File: config.mk
export PLATFORM = sky130hd
export DESIGN_NAME = div_issue_ctrl
export DESIGN_NICKNAME = d
export VERILOG_FILES = /design/src/rtl/div_pkg.sv /design/src/rtl/div_sign_fix.sv /design/src/rtl/div_issue_ctrl.sv
export SDC_FILE = /design/constraint.sdc
export NUM_CORES = 1
export LEC_CHECK = 0
export CORE_AREA = 4 4 87 170
export CTS_BUF_LIST = sky130_fd_sc_hd__clkbuf_2
export CTS_CLUSTER_DIAMETER = 30
export DETAILED_ROUTE_END_ITERATION = 7
export DIE_AREA = 0 0 91 174
export PLACE_DENSITY = 0.86
export SYNTH_ARGS = -nofsm -noshare
export SYNTH_HDL_FRONTEND = slang
export SYNTH_SLANG_ARGS = --single-unit
export TNS_END_PERCENT = 1
File: constraint.sdc
create_clock -name clk -period 13.1 [get_ports clk]
set_input_delay 2.62 -clock clk [delete_from_list [all_inputs] [get_ports clk]]
set_output_delay 2.62 -clock clk [all_outputs]
set_load 0.02 [all_outputs]
File: src/rtl/div_pkg.sv
// Shared types and constants for the divider request front end.
package div_pkg;

   localparam int DIV_WIDTH = 32;

   // All-ones quotient returned for a zero divisor; sign-extend when widening.
   localparam logic [DIV_WIDTH-1:0] DZ_QUOTIENT = '1;

   typedef enum logic [2:0] {
      ST_IDLE  = 3'd0,
      ST_ISSUE = 3'd1,
      ST_WAIT  = 3'd2,
      ST_FIX   = 3'd3,
      ST_RESP  = 3'd4
   } div_state_e;

   typedef struct packed {
      logic dz;
      logic timeout;
   } rsp_flags_t;

endpackage

File: src/rtl/div_sign_fix.sv
// Operand magnitude and result sign correction for signed division.
// Only instantiated when SIGNED_DIV_EN is defined.
module div_sign_fix
   import div_pkg::*;
#(
   parameter int WIDTH = DIV_WIDTH
) (
   input  logic             i_signed,
   input  logic [WIDTH-1:0] i_dividend,
   input  logic [WIDTH-1:0] i_divisor,
   input  logic             i_neg_q,
   input  logic             i_neg_r,
   input  logic [WIDTH-1:0] i_quotient,
   input  logic [WIDTH-1:0] i_remainder,
   output logic [WIDTH-1:0] o_dividend_mag,
   output logic [WIDTH-1:0] o_divisor_mag,
   output logic             o_neg_q,
   output logic             o_neg_r,
   output logic [WIDTH-1:0] o_quotient,
   output logic [WIDTH-1:0] o_remainder
);

   logic w_a_neg;
   logic w_b_neg;

   assign w_a_neg = i_signed & i_dividend[WIDTH-1];
   assign w_b_neg = i_signed & i_divisor[WIDTH-1];

   // Modulo negation: the most negative value maps onto itself, which the
   // unsigned divider then treats as 2^(WIDTH-1).
   assign o_dividend_mag = w_a_neg ? (~i_dividend + WIDTH'(1)) : i_dividend;
   assign o_divisor_mag  = w_b_neg ? (~i_divisor + WIDTH'(1)) : i_divisor;

   assign o_neg_q = w_a_neg ^ w_b_neg;
   assign o_neg_r = w_a_neg;

   assign o_quotient  = i_neg_q ? (~i_quotient + WIDTH'(1)) : i_quotient;
   assign o_remainder = i_neg_r ? (~i_remainder + WIDTH'(1)) : i_remainder;

endmodule

File: src/rtl/div_issue_ctrl.sv
// Request-side front end for the iterative divider: accept, issue, watchdog, sign fix, respond.
// Define SIGNED_DIV_EN to honour req_signed; otherwise all division is unsigned.
module div_issue_ctrl
   import div_pkg::*;
#(
   parameter int WIDTH   = DIV_WIDTH,
   parameter int TIMEOUT = 64
) (
   input  logic             clk,
   input  logic             Reset,
   input  logic             req_valid,
   output logic             req_ready,
   input  logic [WIDTH-1:0] req_dividend,
   input  logic [WIDTH-1:0] req_divisor,
   input  logic             req_signed,
   output logic             rsp_valid,
   input  logic             rsp_ready,
   output logic [WIDTH-1:0] rsp_quotient,
   output logic [WIDTH-1:0] rsp_remainder,
   output logic             rsp_dz,
   output logic             rsp_timeout,
   output logic             div_run,
   output logic [WIDTH-1:0] div_dividend,
   output logic [WIDTH-1:0] div_divisor,
   input  logic             div_ready,
   input  logic [WIDTH-1:0] div_quotient,
   input  logic [WIDTH-1:0] div_remainder,
   output logic [2:0]       dbg_state
);

   // Handshakes: a transfer happens on a rising edge where valid and ready
   // are both high; valid never waits on ready, and payload is stable while
   // valid is high and unaccepted.

   localparam int CW = $clog2(TIMEOUT + 1);

   div_state_e       r_state;
   div_state_e       w_state_nxt;
   logic [CW-1:0]    r_wdog;
   logic [WIDTH-1:0] r_div_dividend;
   logic [WIDTH-1:0] r_div_divisor;
   logic [WIDTH-1:0] r_quot;
   logic [WIDTH-1:0] r_rem;
   rsp_flags_t       r_flags;

   logic             w_accept;
   logic             w_div_zero;
   logic             w_div_done;
   logic             w_wdog_exp;
   logic [WIDTH-1:0] w_mag_dividend;
   logic [WIDTH-1:0] w_mag_divisor;
   logic [WIDTH-1:0] w_fix_quot;
   logic [WIDTH-1:0] w_fix_rem;

   assign w_accept   = (r_state == ST_IDLE) && req_valid;
   assign w_div_zero = (req_divisor == '0);
   // A zero watchdog count marks the first WAIT cycle, where div_ready may
   // still reflect the previous operation.
   assign w_div_done = div_ready && (r_wdog != '0);
   assign w_wdog_exp = (r_wdog == CW'(TIMEOUT - 1));

`ifdef SIGNED_DIV_EN
   logic r_neg_q;
   logic r_neg_r;
   logic w_neg_q;
   logic w_neg_r;

   div_sign_fix #(.WIDTH(WIDTH)) u_sign_fix (
      .i_signed       (req_signed),
      .i_dividend     (req_dividend),
      .i_divisor      (req_divisor),
      .i_neg_q        (r_neg_q),
      .i_neg_r        (r_neg_r),
      .i_quotient     (r_quot),
      .i_remainder    (r_rem),
      .o_dividend_mag (w_mag_dividend),
      .o_divisor_mag  (w_mag_divisor),
      .o_neg_q        (w_neg_q),
      .o_neg_r        (w_neg_r),
      .o_quotient     (w_fix_quot),
      .o_remainder    (w_fix_rem)
   );

   always_ff @(posedge clk or posedge Reset) begin
      if (Reset) begin
         r_neg_q <= 1'b0;
         r_neg_r <= 1'b0;
      end else if (w_accept) begin
         r_neg_q <= w_neg_q;
         r_neg_r <= w_neg_r;
      end
   end
`else
   logic w_unused_signed;

   assign w_unused_signed = req_signed;
   assign w_mag_dividend  = req_dividend;
   assign w_mag_divisor   = req_divisor;
   assign w_fix_quot      = r_quot;
   assign w_fix_rem       = r_rem;
`endif

   always_ff @(posedge clk or posedge Reset) begin
      if (Reset) begin
         r_state <= ST_IDLE;
      end else begin
         r_state <= w_state_nxt;
      end
   end

   always_comb begin
      w_state_nxt = r_state;
      case (r_state)
         ST_IDLE: begin
            if (req_valid) begin
               w_state_nxt = w_div_zero ? ST_RESP : ST_ISSUE;
            end
         end
         ST_ISSUE: w_state_nxt = ST_WAIT;
         ST_WAIT: begin
            if (w_div_done) begin
               w_state_nxt = ST_FIX;
            end else if (w_wdog_exp) begin
               w_state_nxt = ST_RESP;
            end
         end
         ST_FIX: w_state_nxt = ST_RESP;
         ST_RESP: begin
            if (rsp_ready) begin
               w_state_nxt = ST_IDLE;
            end
         end
         default: w_state_nxt = ST_IDLE;
      endcase
   end

   always_comb begin
      req_ready = 1'b0;
      rsp_valid = 1'b0;
      div_run   = 1'b0;
      case (r_state)
         ST_IDLE:  req_ready = 1'b1;
         ST_ISSUE: div_run   = 1'b1;
         ST_RESP:  rsp_valid = 1'b1;
         default: ;
      endcase
   end

   // Result registers double as the capture stage: WAIT loads the raw
   // divider output, FIX rewrites it in place with the corrected value.
   always_ff @(posedge clk or posedge Reset) begin
      if (Reset) begin
         r_wdog         <= '0;
         r_div_dividend <= '0;
         r_div_divisor  <= '0;
         r_quot         <= '0;
         r_rem          <= '0;
         r_flags        <= '0;
      end else begin
         case (r_state)
            ST_IDLE: begin
               if (req_valid) begin
                  r_div_dividend <= w_mag_dividend;
                  r_div_divisor  <= w_mag_divisor;
                  r_flags        <= '0;
                  if (w_div_zero) begin
                     r_quot     <= WIDTH'(signed'(DZ_QUOTIENT));
                     r_rem      <= req_dividend;
                     r_flags.dz <= 1'b1;
                  end
               end
            end
            ST_ISSUE: r_wdog <= '0;
            ST_WAIT: begin
               r_wdog <= r_wdog + CW'(1);
               if (w_div_done) begin
                  r_quot <= div_quotient;
                  r_rem  <= div_remainder;
               end else if (w_wdog_exp) begin
                  r_quot          <= '0;
                  r_rem           <= '0;
                  r_flags.timeout <= 1'b1;
               end
            end
            ST_FIX: begin
               r_quot <= w_fix_quot;
               r_rem  <= w_fix_rem;
            end
            default: ;
         endcase
      end
   end

   assign rsp_quotient  = r_quot;
   assign rsp_remainder = r_rem;
   assign rsp_dz        = r_flags.dz;
   assign rsp_timeout   = r_flags.timeout;
   assign div_dividend  = r_div_dividend;
   assign div_divisor   = r_div_divisor;
   assign dbg_state     = r_state;

endmodule

==> results.yml, run 1 <==
synthesis:
  ys.flop_type: "dfrtp_1"
  synth_cell_types: 36
  ys_warn_count: 0
  synth_top_cell_by_area: "dfrtp_1"
  ys_async_sr_fraction_pct: 100
  syn-num-nets: 819
  synthCells: 683
  ys_top_cells_by_area: "dfrtp_1, nand2_1, a21oi_1"
  ys_seq_area_share_pct: 56.6
  yosys-top-cells-count: "nand2_1, dfrtp_1, a21oi_1"
  synth_edf_count: 0
  syn_avg_cell_area_um2: 9.06
  synth_area_mm2: 0.00619
  yosysTopAreaCellShare_pct: 56.6
  yosysMostFrequentCell: "nand2_1"
  ys_ff_latch: 140
sta:
  max_freq_ghz: 0.201
  fin_crit_ns: 4.98
  setup_viol: 0
  tightest_slew_ns: 0.964
  setup-tns-final_ns: 0
  slew_violations: 0
  final.setup_skew_ns: 0.0493
  maxSlewHeadroom_pct: 35.8
  hold_violations: 0
  rsz0062_at_grt: "false"
  post-route-period-util_pct: 38.0
placed_design:
  dp.cells: 1066
  io_buffer_count: 268
  gp_congestion: 0.825
  dp_hpwl_mm: 13.8
status:
  status: "finished clean"
pwr:
  p_leak_nw: 4.19
  powerDensity_mw_per_mm2: 237
  ir_drop_mv: 0.109
clock_network:
  cts_hold_buf: 0
  cts_max_level: 4
  clk_pin_slew_ns: 0.20
  clockBufferDepth: 2
  cts_tree: "yes"
  post-cts-setup-buffer-count: 0
  cts_resized: 0
  clock_sinks: 140
  clk_latency_ns: 0.68
  cts-root-buf: "clkbuf_2"
  cts_made_buffers: 17
grt:
  grt_overflow: 0
  antenna_found_initial: 1
  grt_pass1_vias: 5824
  grt_pass1_wl_mm: 30.9
  grt_max_degree: 78
  grtUsageTotal_pct: 24.7
route:
  drtPass1Iterations: 4
  ant_nets: 0
  vias: 5814
  via_per_inst: 5.29
  post_drt_wl_per_cell_um: 17.7
  drt_wl_total_mm: 19.4
  drc: 0
  drtIter0Drc: 309
floorplan:
  die_h_um: 174
  coreArea_mm2: 0.0135
  die_area_mm2: 0.0158
  rows: 60
  pin_count: 270
  fp.dieW_um: 91
  initial_core_util_pct: 45.8
setup_path:
  path_max_fanout: 11
  regToRegEndpoint: "rsp_remainder[1]"
  cp-startpoint: "dbg_state[1]"
  cp-end-kind: "primary output"
  rr_startpoint: "r_wdog[0]"
  r2r_cells: 9
  start_kind: "register"
  worstSetupPathType: "reg2out"
  r2r_slack_ns: 9.69
  cp.arrival_ns: 2.36
  cp.required_ns: 10.48
  crit_end: "div_run"
layout:
  drive_gt1_share_pct: 8.06
  finalNonFillerCells: 1099
  fillers: 1086
  fin_nets: 1066
  syn2layout_area_growth_pct: 47.6
job:
  drv_cap: 0
hold_path:
  hp-class: "reg2reg"
state kept, by name, summed over array words and instances (netlist names):
name and cells:
div_dividend 32, rsp_quotient 32, rsp_remainder 32, rsp_timeout 1
dbg_state 3, r_wdog 7, div_divisor 32, rsp_dz 1
cell usage in the layout, fill, tap and decap left out, types with 2 or more instances in the layout:
| cell | netlist | final |
|---|---|---|
| a21oi_1 | 68 | 68 |
| and2_1 | 3 | 2 |
| and3_1 | 33 | 33 |
| buf_4 | 0 | 10 |
| clkbuf_2 | 3 | 17 |
| clkdlybuf4s50_1 | 0 | 268 |
| clkinv_1 | 0 | 3 |
| clkinv_4 | 0 | 4 |
| dfrtp_1 | 140 | 140 |
| ha_1 | 2 | 2 |
| inv_1 | 6 | 5 |
| inv_6 | 0 | 6 |
| nand2_1 | 233 | 232 |
| nand3_1 | 35 | 35 |
| nand4_1 | 4 | 4 |
| nor2_1 | 7 | 7 |
| nor3_1 | 5 | 5 |
| nor3_2 | 30 | 29 |
| nor4_1 | 8 | 8 |
| o21ai_0 | 37 | 37 |
| o21ai_1 | 5 | 5 |
| or3_1 | 2 | 2 |
critical path, cell delays in order, from the launching register on:
cell             delay [ns]
dfrtp_1                0.53
or3_1                  0.46
inv_1                  0.10
clkdlybuf4s50_1        0.64
power by group:
part           switching (mW)  internal, mW  total (mW)
clock network           0.169        0.0722       0.241
logic                   0.658         0.524        1.18
registers               0.115         0.626       0.741
worst min-delay path by stage:
stage	from	slack [ns]	cells past startpoint	end
6_report	div_dividend[7]	0.50	2	div_dividend[7]
3_3_place_gp	div_dividend[20]	0.46	2	div_dividend[20]
3_5_place_dp	div_divisor[3]	0.46	2	div_divisor[3]
2_1_floorplan	r_wdog[4]	0.47	1	r_wdog[4]
4_1_cts	div_divisor[6]	0.50	2	div_divisor[6]
5_1_grt	div_divisor[16]	0.52	2	div_divisor[16]
cells by family after synthesis:
| logic type | after synthesis | share of synthesized area, % |
|---|---|---|
| AOI/OAI and AO/OA | 118 | 9.89 |
| adders and majority gates | 2 | 0.404 |
| DFF | 140 | 56.6 |
| xor gates and xnor gates | 1 | 0.142 |
| and+or+nand+nor | 366 | 28.5 |
| buffers and inverters | 56 | 4.45 |
layer usage:
metal,routed length (µm),GRT usage (%)
met5,0,0
met4,656,10.0
met3,1020,5.76
met2,10500,45.6
met1,7210,26.7
through the flow:
step | util, % | hold WS (ns) | power, mW | cell area, µm² | worst slack (ns)
floorplan | - | 0.473 | 1.37 | 6190 | 6.73
global placement | 65.9 | 0.457 | 1.91 | 8900 | 7.85
detailed placement | 65.9 | 0.461 | 1.94 | 8900 | 7.77
CTS | 67.6 | 0.504 | 2.19 | 9130 | 8.04
global route | 67.6 | 0.523 | 2.31 | 9130 | 7.93
finish | 67.6 | 0.497 | 2.16 | 9130 | 8.12
area by class of cell:
type                       count  area, µm²  area share [%]
timing repair buffer         278       2760            30.2
clock inverter                15        139            1.52
inverter                       6       27.5           0.301
sequential                   140       3500            38.4
tap                          155        194            2.12
antenna                        1       2.50          0.0274
multi-input combinational    487       2420            26.5
clock buffer                  17       85.1           0.932
Note: power is estimated with default switching activity, not from simulation.
==> run 2: changes to the inputs <==
--- a/config.mk
+++ b/config.mk
@@ -5,12 +5,12 @@
 export SDC_FILE = /design/constraint.sdc
 export NUM_CORES = 1
 export LEC_CHECK = 0
-export CORE_AREA = 4 4 87 170
+export CORE_AREA = 4 4 95 186
 export CTS_BUF_LIST = sky130_fd_sc_hd__clkbuf_2
 export CTS_CLUSTER_DIAMETER = 30
 export DETAILED_ROUTE_END_ITERATION = 7
-export DIE_AREA = 0 0 91 174
-export PLACE_DENSITY = 0.86
+export DIE_AREA = 0 0 99 190
+export PLACE_DENSITY = 0.76
 export SYNTH_ARGS = -nofsm -noshare
 export SYNTH_HDL_FRONTEND = slang
 export SYNTH_SLANG_ARGS = --single-unit
==> constraint.sdc (replaced) <==
create_clock -name clk -period 4.35 [get_ports clk]
set_input_delay 0.87 -clock clk [delete_from_list [all_inputs] [get_ports clk]]
set_output_delay 0.87 -clock clk [all_outputs]
set_load 0.02 [all_outputs]
==> results.yml, run 2 (same netlist as run 1, synthesis figures left out) <==
status:
  status: "finished clean"
placed_design:
  placed_area_mm2: 0.00899
  io_buffer_count: 268
  gp_congestion: 0.791
  pre_cts_ws_ns: 1.14
  dp.cells: 1115
  dp_hpwl_mm: 13.9
grt:
  grt_max_degree: 141
  grt_pass1_vias: 5836
  grt_pass1_wl_mm: 30.8
  grt_overflow: 0
  antenna_found_initial: 1
  grtUsageTotal_pct: 20.9
floorplan:
  pin_count: 270
  initial_core_util_pct: 38.0
  die_h_um: 190
  coreArea_mm2: 0.0163
  fp.dieW_um: 99
  rows: 66
  die_area_mm2: 0.0188
layout:
  utilization_pct: 57.3
  fin_nets: 1066
  finalNonFillerCells: 1148
  final_cell_mix: "clkdlybuf4s50_1, nand2_1, dfrtp_1"
  post-route-cell-area_mm2: 0.00932
  fillers: 1427
  drive_gt1_share_pct: 8.27
  final_common_cell: "clkdlybuf4s50_1"
  syn2layout_area_growth_pct: 50.6
route:
  drtPass1Iterations: 4
  via_per_inst: 5.01
  ant_nets: 0
  drtIter0Drc: 159
  drc: 0
  vias: 5750
  post_drt_wl_per_cell_um: 17.2
  drt_wl_total_mm: 19.8
sta:
  post-route-period-util_pct: 75.1
  rsz0062_at_grt: "false"
  setup_viol: 0
  maxSlewHeadroom_pct: 40.3
  max_freq_ghz: 0.306
  timing.hold.ws_ns: 0.498
  hold_violations: 0
  final.setup_skew_ns: 0.0303
  setup-tns-final_ns: 0
  fin_crit_ns: 3.27
  fin_ws_ns: 1.08
  slew_violations: 0
  tightest_slew_ns: 0.895
pwr:
  power_mw: 6.80
  powerDensity_mw_per_mm2: 729
  p_leak_nw: 4.24
  ir_drop_mv: 0.324
setup_path:
  cp.arrival_ns: 2.40
  worstSetupPathType: "reg2out"
  cp.required_ns: 3.48
  path_max_fanout: 11
  start_kind: "register"
  cp-end-kind: "primary output"
clock_network:
  cts-root-buf: "clkbuf_2"
  cts_made_buffers: 17
  cts_max_level: 4
  cts_hold_buf: 0
  cts_resized: 0
  clk_pin_slew_ns: 0.20
  clk_latency_ns: 0.70
  clock_sinks: 140
  clockBufferDepth: 2
  cts_tree: "yes"
  post-cts-setup-buffer-count: 0
hold_path:
  hp-class: "reg2reg"
job:
  drv_cap: 0
## run 2: cell count changes in the layout (fill, tap and decap cells not counted), sizes merged
cell      previous run  this run
inv                 12         6
bufinv               1         6
clkinvlp             1         2
## run 2: routing by layer
metal	up-vias	track usage (%)	share of wire, %
li1	2788	-	-
met1	2731	23.7	37
met2	195	37.0	55
met3	36	4.51	5.0
met4	0	9.57	3.1
met5	-	0	0
## run 2: final timing paths
path	slack (ns)	cells past startpoint	end	startpoint
setup / recovery	1.08	3	div_run	dbg_state[1]
hold / removal	0.50	2	div_divisor[27]	div_divisor[27]
setup reg to reg	1.56	9	rsp_remainder[31]	r_wdog[0]
hold reg to reg	0.50	2	div_divisor[27]	div_divisor[27]
max in group asynchronous	2.96	3	div_divisor[14]	Reset
min in group asynchronous	0.61	3	div_divisor[6]	Reset
## run 2: cell type report
| class | count | area (µm²) | area share, % |
|---|---|---|---|
| Antenna cell | 1 | 2.50 | 0.0268 |
| Clock buffer | 17 | 85.1 | 0.913 |
| Clock inverter | 15 | 245 | 2.63 |
| Inverter | 6 | 26.3 | 0.282 |
| Multi-Input combinational cell | 487 | 2420 | 26.0 |
| Sequential cell | 140 | 3500 | 37.6 |
| Tap cell | 204 | 255 | 2.74 |
| Timing Repair Buffer | 278 | 2780 | 29.8 |
## run 2: worst max-delay path, stage by stage, from the launching register on
cell and delay [ns]:
dfrtp_1 0.54, or3_1 0.46, inv_1 0.10, clkdlybuf4s50_1 0.62
## run 2: power breakdown
group | switching (mW) | total [mW] | internal, mW
combinational | 1.99 | 3.58 | 1.59
sequential | 0.346 | 2.23 | 1.89
clock | 0.497 | 0.991 | 0.494
total | 2.83 | 6.80 | 3.97
